<file path="src/rtl/ram_sp_ctrl_pkg.sv">
// Shared types and sizing helpers for the single-port SRAM port controller.
package ram_sp_ctrl_pkg;

   // Controller phase: sweep the array after reset, then serve requests.
   typedef enum logic {
      ST_INIT = 1'b0,
      ST_RUN  = 1'b1
   } ctrl_state_t;

   // The response FIFO holds every read that can be in the SRAM pipeline plus
   // two extra entries, so that a ready consumer sees one word per cycle.
   function automatic int fifo_depth(input int lat);
      return lat + 2;
   endfunction

endpackage

</file>
<file path="src/rtl/ram_sp_rsp_fifo.sv">
// Small synchronous FIFO that holds SRAM read data until the consumer takes it.
module ram_sp_rsp_fifo #(
   parameter int DATA  = 72,
   parameter int DEPTH = 3,
   parameter int CW    = $clog2(DEPTH + 1)
) (
   input  logic            clk,
   input  logic            rst,
   input  logic            i_push,
   input  logic [DATA-1:0] i_wdata,
   input  logic            i_pop,
   output logic            o_valid,
   output logic [DATA-1:0] o_rdata,
   output logic [CW-1:0]   o_count
);

   localparam int PW = (DEPTH > 1) ? $clog2(DEPTH) : 1;

   logic [DATA-1:0] r_mem [DEPTH];
   logic [PW-1:0]   r_wr_ptr;
   logic [PW-1:0]   r_rd_ptr;
   logic [CW-1:0]   r_count;
   logic            w_pop;

   // Depth need not be a power of two, so pointers wrap explicitly.
   function automatic logic [PW-1:0] ptr_inc(input logic [PW-1:0] p);
      return (p == PW'(DEPTH - 1)) ? '0 : p + 1'b1;
   endfunction

   // A pop on an empty FIFO is ignored.
   assign w_pop = i_pop & (r_count != '0);

   // Storage array; data is not reset, the count alone decides what is valid.
   always_ff @(posedge clk) begin
      if (i_push) r_mem[r_wr_ptr] <= i_wdata;
   end

   // Pointers and occupancy; simultaneous push and pop keep the count.
   always_ff @(posedge clk or posedge rst) begin
      if (rst) begin
         r_wr_ptr <= '0;
         r_rd_ptr <= '0;
         r_count  <= '0;
      end else begin
         if (i_push) r_wr_ptr <= ptr_inc(r_wr_ptr);
         if (w_pop)  r_rd_ptr <= ptr_inc(r_rd_ptr);
         unique case ({i_push, w_pop})
            2'b10:   r_count <= r_count + 1'b1;
            2'b01:   r_count <= r_count - 1'b1;
            default: r_count <= r_count;
         endcase
      end
   end

   // Head word is forced to zero while empty so the output is clean after reset.
   assign o_valid = (r_count != '0);
   assign o_rdata = o_valid ? r_mem[r_rd_ptr] : '0;
   assign o_count = r_count;

   // The upstream credit scheme must never push into a full FIFO.
   a_no_overflow: assert property (@(posedge clk) disable iff (rst)
      !(i_push && !w_pop && (r_count == CW'(DEPTH))));

endmodule

</file>
<file path="src/rtl/ram_sp_port_ctrl.sv">
// Initiator-side port controller: valid/ready requests in, legal single-port
// SRAM cycles out, read data returned in order through a response FIFO.
module ram_sp_port_ctrl
   import ram_sp_ctrl_pkg::*;
#(
   parameter int              DATA     = 72,
   parameter int              ADDR     = 9,
   parameter int              DEPTH    = 2 ** ADDR,
   parameter int              LAT      = 1,
   parameter int              INIT_EN  = 1,
   parameter logic [DATA-1:0] INIT_VAL = '0
) (
   input  logic            clk,
   input  logic            rst,
   input  logic            req_valid,
   output logic            req_ready,
   input  logic            req_we,
   input  logic [ADDR-1:0] req_addr,
   input  logic [DATA-1:0] req_wdata,
   output logic            rsp_valid,
   input  logic            rsp_ready,
   output logic [DATA-1:0] rsp_rdata,
   output logic            init_done,
   output logic            ram_chip_en,
   output logic            ram_write_en,
   output logic [ADDR-1:0] ram_addr,
   output logic [DATA-1:0] ram_write_data,
   input  logic [DATA-1:0] ram_read_data
);

   localparam int FIFO_DEPTH = fifo_depth(LAT);
   localparam int CW         = $clog2(FIFO_DEPTH + 1);

   ctrl_state_t     r_state;
   ctrl_state_t     w_state_nxt;
   logic [ADDR-1:0] r_init_cnt;
   logic [LAT-1:0]  r_inflight;
   logic [CW-1:0]   w_fifo_cnt;
   logic [CW-1:0]   w_inflight_cnt;
   logic            w_credit;
   logic            w_rd_acc;
   logic            w_capture;
   logic            w_pop;

   function automatic logic [CW-1:0] count_ones(input logic [LAT-1:0] v);
      logic [CW-1:0] n;
      n = '0;
      for (int i = 0; i < LAT; i++) n = n + CW'(v[i]);
      return n;
   endfunction

   // A read may issue only if its data is guaranteed a FIFO slot on arrival.
   // A pop in the same cycle is deliberately not counted as a free slot.
   assign w_inflight_cnt = count_ones(r_inflight);
   assign w_credit = ({1'b0, w_inflight_cnt} + {1'b0, w_fifo_cnt}) < (CW + 1)'(FIFO_DEPTH);

   // Phase register and init address counter.
   always_ff @(posedge clk or posedge rst) begin
      if (rst) begin
         r_state    <= (INIT_EN != 0) ? ST_INIT : ST_RUN;
         r_init_cnt <= '0;
      end else begin
         r_state <= w_state_nxt;
         if (r_state == ST_INIT) r_init_cnt <= r_init_cnt + 1'b1;
      end
   end

   // Next phase, request handshake and the combinational SRAM port.
   always_comb begin
      w_state_nxt    = r_state;
      req_ready      = 1'b0;
      ram_chip_en    = 1'b0;
      ram_write_en   = 1'b0;
      ram_addr       = req_addr;
      ram_write_data = req_wdata;
      w_rd_acc       = 1'b0;
      unique case (r_state)
         ST_INIT: begin
            ram_chip_en    = 1'b1;
            ram_write_en   = 1'b1;
            ram_addr       = r_init_cnt;
            ram_write_data = INIT_VAL;
            if (r_init_cnt == ADDR'(DEPTH - 1)) w_state_nxt = ST_RUN;
         end
         ST_RUN: begin
            // Writes are posted and always flow; rst masks the handshake while held.
            req_ready    = (req_we | w_credit) & ~rst;
            ram_chip_en  = req_valid & req_ready;
            ram_write_en = req_we & ram_chip_en;
            w_rd_acc     = ram_chip_en & ~req_we;
         end
         default: w_state_nxt = ST_RUN;
      endcase
   end

   assign init_done = (r_state == ST_RUN);

   // In-flight read tracker: one bit per SRAM pipeline stage.
   generate
      if (LAT == 1) begin : g_lat1
         // Single stage: data arrives on the edge after the read is issued.
         always_ff @(posedge clk or posedge rst) begin
            if (rst) r_inflight <= '0;
            else     r_inflight <= w_rd_acc;
         end
      end else begin : g_latn
         // Multi-stage: shift the issue marker along with the SRAM pipeline.
         always_ff @(posedge clk or posedge rst) begin
            if (rst) r_inflight <= '0;
            else     r_inflight <= {r_inflight[LAT-2:0], w_rd_acc};
         end
      end
   endgenerate

   assign w_capture = r_inflight[LAT-1];
   assign w_pop     = rsp_valid & rsp_ready;

   ram_sp_rsp_fifo #(
      .DATA  (DATA),
      .DEPTH (FIFO_DEPTH),
      .CW    (CW)
   ) u_rsp_fifo (
      .clk     (clk),
      .rst     (rst),
      .i_push  (w_capture),
      .i_wdata (ram_read_data),
      .i_pop   (w_pop),
      .o_valid (rsp_valid),
      .o_rdata (rsp_rdata),
      .o_count (w_fifo_cnt)
   );

endmodule

</file>
<file path="config.mk">
export PLATFORM = sky130hd
export DESIGN_NAME = ram_sp_port_ctrl
export DESIGN_NICKNAME = d
export VERILOG_FILES = /design/src/rtl/ram_sp_ctrl_pkg.sv /design/src/rtl/ram_sp_rsp_fifo.sv /design/src/rtl/ram_sp_port_ctrl.sv
export SDC_FILE = /design/constraint.sdc
export NUM_CORES = 1
export LEC_CHECK = 0
export CORE_ASPECT_RATIO = 1.25
export CORE_MARGIN = 2
export CORE_UTILIZATION = 25
export DETAILED_ROUTE_END_ITERATION = 8
export PLACE_DENSITY = 0.56
export REMOVE_ABC_BUFFERS = 1
export SLEW_MARGIN = 20
export SYNTH_ARGS = -nofsm -noshare
export SYNTH_HDL_FRONTEND = slang
export SYNTH_SLANG_ARGS = --single-unit
export TNS_END_PERCENT = 100
</file>
<file path="constraint.sdc">
create_clock -name clk -period 3.8 [get_ports clk]
set_input_delay 0.95 -clock clk [delete_from_list [all_inputs] [get_ports clk]]
set_output_delay 0.95 -clock clk [all_outputs]
set_load 0.03 [all_outputs]
</file>
==> load_flow_metrics.sql <==
INSERT INTO impl_metrics (metric_group, metric, value, unit) VALUES
('power', 'power.density_cell_area', '588', 'nW/um^2'),
('synthesis', 'synthesized_area_fraction_occupied_by_adder_cells', '0.635', '%'),
('timing', 'unrepaired_setup_endpoints_after_global_routing', 'false', ''),
('die', 'ioPinCount', '316', ''),
('timing', 'max-slew-margin-rel', '43.1', '%'),
('detailed_routing', 'route.detailed.vias_per_inst', '4.25', ''),
('place', 'placedInstanceArea', '13600', 'um^2'),
('grt', 'via_count_of_the_first_global_routing_pass', '6608', ''),
('power', 'switching_share', '33.7', '%'),
('die', 'rows', '81', ''),
('power', 'switchingPower', '0.00286', 'W'),
('synthesis', 'synthCells', '619', ''),
('detailed_routing', 'routed_wire_length_per_instance', '18.4', 'um'),
('power', 'power.share.sequential', '35.1', '%'),
('cts', 'tritoncts_num_sinks', '233', ''),
('timing', 'report.final.setup_viol', '0', ''),
('timing', 'timing.fmax', '278', 'MHz'),
('worst_setup_path', 'path_delay_family', 'buffers and inverters', ''),
('worst_setup_path', 'critical-path-max-stage-delay', '820', 'ps'),
('synthesis', 'syn_avg_cell_area', '15.9', 'um^2'),
('flow_run', 'timing.max_cap.violations', '0', ''),
('worst_setup_path', 'worstSetupEndpointType', 'primary output', ''),
('cts', 'cts.hold.buffers_added', '0', ''),
('timing', 'clock-skew-final', '9.88', 'ps'),
('synthesis', 'synthMostInstantiatedCell', 'sky130_fd_sc_hd__edfxtp_1', ''),
('status', 'outcome', 'finished clean', ''),
('timing', 'slew_violations', '0', ''),
('timing', 'post-route-period-util', '94.7', '%'),
('power', 'comb_power_share', '38.1', '%'),
('cts', 'clk_pin_slew', '60', 'ps'),
('die', 'floorplan.die.height', '226', 'um'),
('detailed_routing', 'postRouteWirelength', '26800', 'um'),
('timing', 'timing_worst_slew_pin_value', '854', 'ps'),
('timing', 'tns', '0', 'ps'),
('worst_setup_path', 'worstPathRequired', '2850', 'ps'),
('synthesis', 'synthXorXnorAreaFrac', '0.889', '%'),
('grt', 'grt_usage', '12.8', '%'),
('cts', 'clock_latency', '520', 'ps'),
('power', 'irDropWorstVdd', '254', 'uV'),
('worst_setup_path', 'worstSetupPathType', 'reg -> out', ''),
('cts', 'cts_made_buffers', '24', ''),
('power', 'internal_power', '0.00561', 'W'),
('hold_path', 'holdCritPathClass', 'reg -> reg', ''),
('synthesis', 'synth_cell_type_count', '30', ''),
('synthesis', 'post_synth_most_frequent_cells', 'sky130_fd_sc_hd__edfxtp_1 (216), sky130_fd_sc_hd__nor2_1 (79), sky130_fd_sc_hd__and2_1 (72), sky130_fd_sc_hd__mux2i_1 (72), sky130_fd_sc_hd__mux2_1 (47)', ''),
('grt', 'grt_remaining_overflow', '0', ''),
('worst_setup_path', 'critical_path.slowest_cell', 'sky130_fd_sc_hd__dfrtp_4', ''),
('grt', 'grt_antenna_before_repair', '4', ''),
('detailed_routing', 'drc', '0', ''),
('worst_setup_path', 'crit_buf_inv', '2', ''),
('detailed_routing', 'detail_route.first_pass.iterations', '4', ''),
('synthesis', 'synth-simple-area-share', '8.68', '%'),
('grt', 'grt_start_max_net_pins', '74', ''),
('worst_setup_path', 'worst_setup_path_start_kind', 'flip-flop', ''),
('die', 'die_area', '41000', 'um^2'),
('cts', 'maximum_level_of_the_cts_h_tree', '1', ''),
('cts', 'cts_tree', 'yes', ''),
('synthesis', 'synth_async_sr_flop_share', '7.30', '%'),
('synthesis', 'synth_top_family_by_area', 'multiplexers', ''),
('synthesis', 'synth_edf_count', '216', ''),
('finish', 'fillerInstances', '3766', ''),
('timing', 'final_hold_viol_count', '0', ''),
('place', 'global_placer_s_final_weighted_congestion', '0.770', ''),
('synthesis', 'post_synth_instance_area', '9850', 'um^2'),
('worst_setup_path', 'critPathMaxFanout', '29', ''),
('timing', 'timing.final.crit_period', '3600', 'ps'),
('die', 'initial_core_utilization', '25.2', '%'),
('synthesis', 'top_cell_type_by_total_area_after_synthesis', 'sky130_fd_sc_hd__edfxtp_1', ''),
('die', 'horizontal_die_dimension', '182', 'um'),
('synthesis', 'synth_flop_cell', 'sky130_fd_sc_hd__edfxtp_1', ''),
('synthesis', 'fraction_of_the_mapped_netlist_area_in_compound_gates', '0.508', '%');
==> worst register-to-register path, stage by stage (launching register included) <==
cell and delay [ps]:
sky130_fd_sc_hd__dfrtp_1 420, sky130_fd_sc_hd__inv_1 130, sky130_fd_sc_hd__and3_4 750, sky130_fd_sc_hd__buf_4 400
==> power groups by stage <==
stage | combinational [W] | sequential (W) | clock, W
after global routing | 0.00343 | 0.00299 | 0.00245
after floorplan | 0.00177 | 0.00310 | 0
after global placement | 0.00322 | 0.00307 | 0
after detailed placement | 0.00322 | 0.00307 | 0
after CTS | 0.00330 | 0.00299 | 0.00237
final | 0.00323 | 0.00297 | 0.00227
==> cell type report <==
cell class,count,area (um^2),share of cell area (%)
Multi-Input combinational cell,346,2740,19.0
Antenna cell,4,10.0,0.0694
Clock inverter,10,100,0.694
Sequential cell,233,6920,48.0
Inverter,6,22.5,0.156
Timing Repair Buffer,332,3350,23.2
Tap cell,498,623,4.32
Clock buffer,34,659,4.57
==> what timing repair did <==
| item | in CTS | in global routing |
|---|---|---|
| endpoints found under the setup margin | 42 | 0 |
| gates resized for setup | 0 | 0 |
| buffers inserted | 1 | 0 |
==> cell usage in the layout (no fill, tap or decap), types with 4 or more instances in the layout <==
master / count
sky130_fd_sc_hd__a21o_1: 4
sky130_fd_sc_hd__and2_1: 72
sky130_fd_sc_hd__buf_12: 4
sky130_fd_sc_hd__buf_4: 14
sky130_fd_sc_hd__clkbuf_1: 9
sky130_fd_sc_hd__clkbuf_16: 25
sky130_fd_sc_hd__clkdlybuf4s50_1: 313
sky130_fd_sc_hd__clkinv_2: 4
sky130_fd_sc_hd__dfrtp_1: 14
sky130_fd_sc_hd__diode_2: 4
sky130_fd_sc_hd__edfxtp_1: 216
sky130_fd_sc_hd__ha_1: 5
sky130_fd_sc_hd__inv_1: 6
sky130_fd_sc_hd__mux2_1: 47
sky130_fd_sc_hd__mux2_2: 36
sky130_fd_sc_hd__mux2i_1: 72
sky130_fd_sc_hd__nor2_1: 77
sky130_fd_sc_hd__xnor2_1: 7
==> path summary, 6_finish.rpt <==
path / from / end / slack (ps) / cells after the start
worst max-delay path: u_rsp_fifo.r_rd_ptr[1] / rsp_rdata[30] / 200 / 4
worst min-delay path: r_init_cnt[7] / r_init_cnt[7] / 510 / 1
worst max register to register: u_rsp_fifo.r_wr_ptr[0] / u_rsp_fifo.r_mem[2][37] / 1810 / 3
worst min register to register: r_init_cnt[7] / r_init_cnt[7] / 510 / 1
max in group asynchronous: rst / u_rsp_fifo.r_rd_ptr[1] / 2730 / 3
min in group asynchronous: rst / r_init_cnt[8] / 850 / 3
==> per-layer routing <==
metal	track usage [%]	wire length (um)	vias to the layer above
met1	14.6	10500	2988
met2	23.2	13500	275
met4	3.54	471	2
li1	-	-	2914
met3	4.02	2370	32
met5	0	13	-
==> logic make-up after synthesis <==
family          Yosys count
fa+ha+maj                 5
compound gates            8
buf+inv                  40
xor+xnor                 10
mux                     155
simple gates            168
flops                   233
==> stage by stage <==
stage / hold slack [ps] / total power (W) / cells / setup WS, ps
global placement: 480 / 0.00629 / 1414 / 251
finish: 505 / 0.00847 / 1463 / 201
CTS: 506 / 0.00866 / 1459 / 92.9
detailed placement: 495 / 0.00629 / 1414 / 268
global route: 537 / 0.00887 / 1459 / 13.5
floorplan: 460 / 0.00487 / 585 / -282
==> flip-flops by register name (all words and copies together), names as in the netlist <==
signal	count
r_init_cnt	9
u_rsp_fifo.r_mem	216
init_done	1
u_rsp_fifo.r_wr_ptr	2
r_inflight	1
u_rsp_fifo.r_rd_ptr	2
u_rsp_fifo.o_count	2
Power figures use the tool's default switching activity.
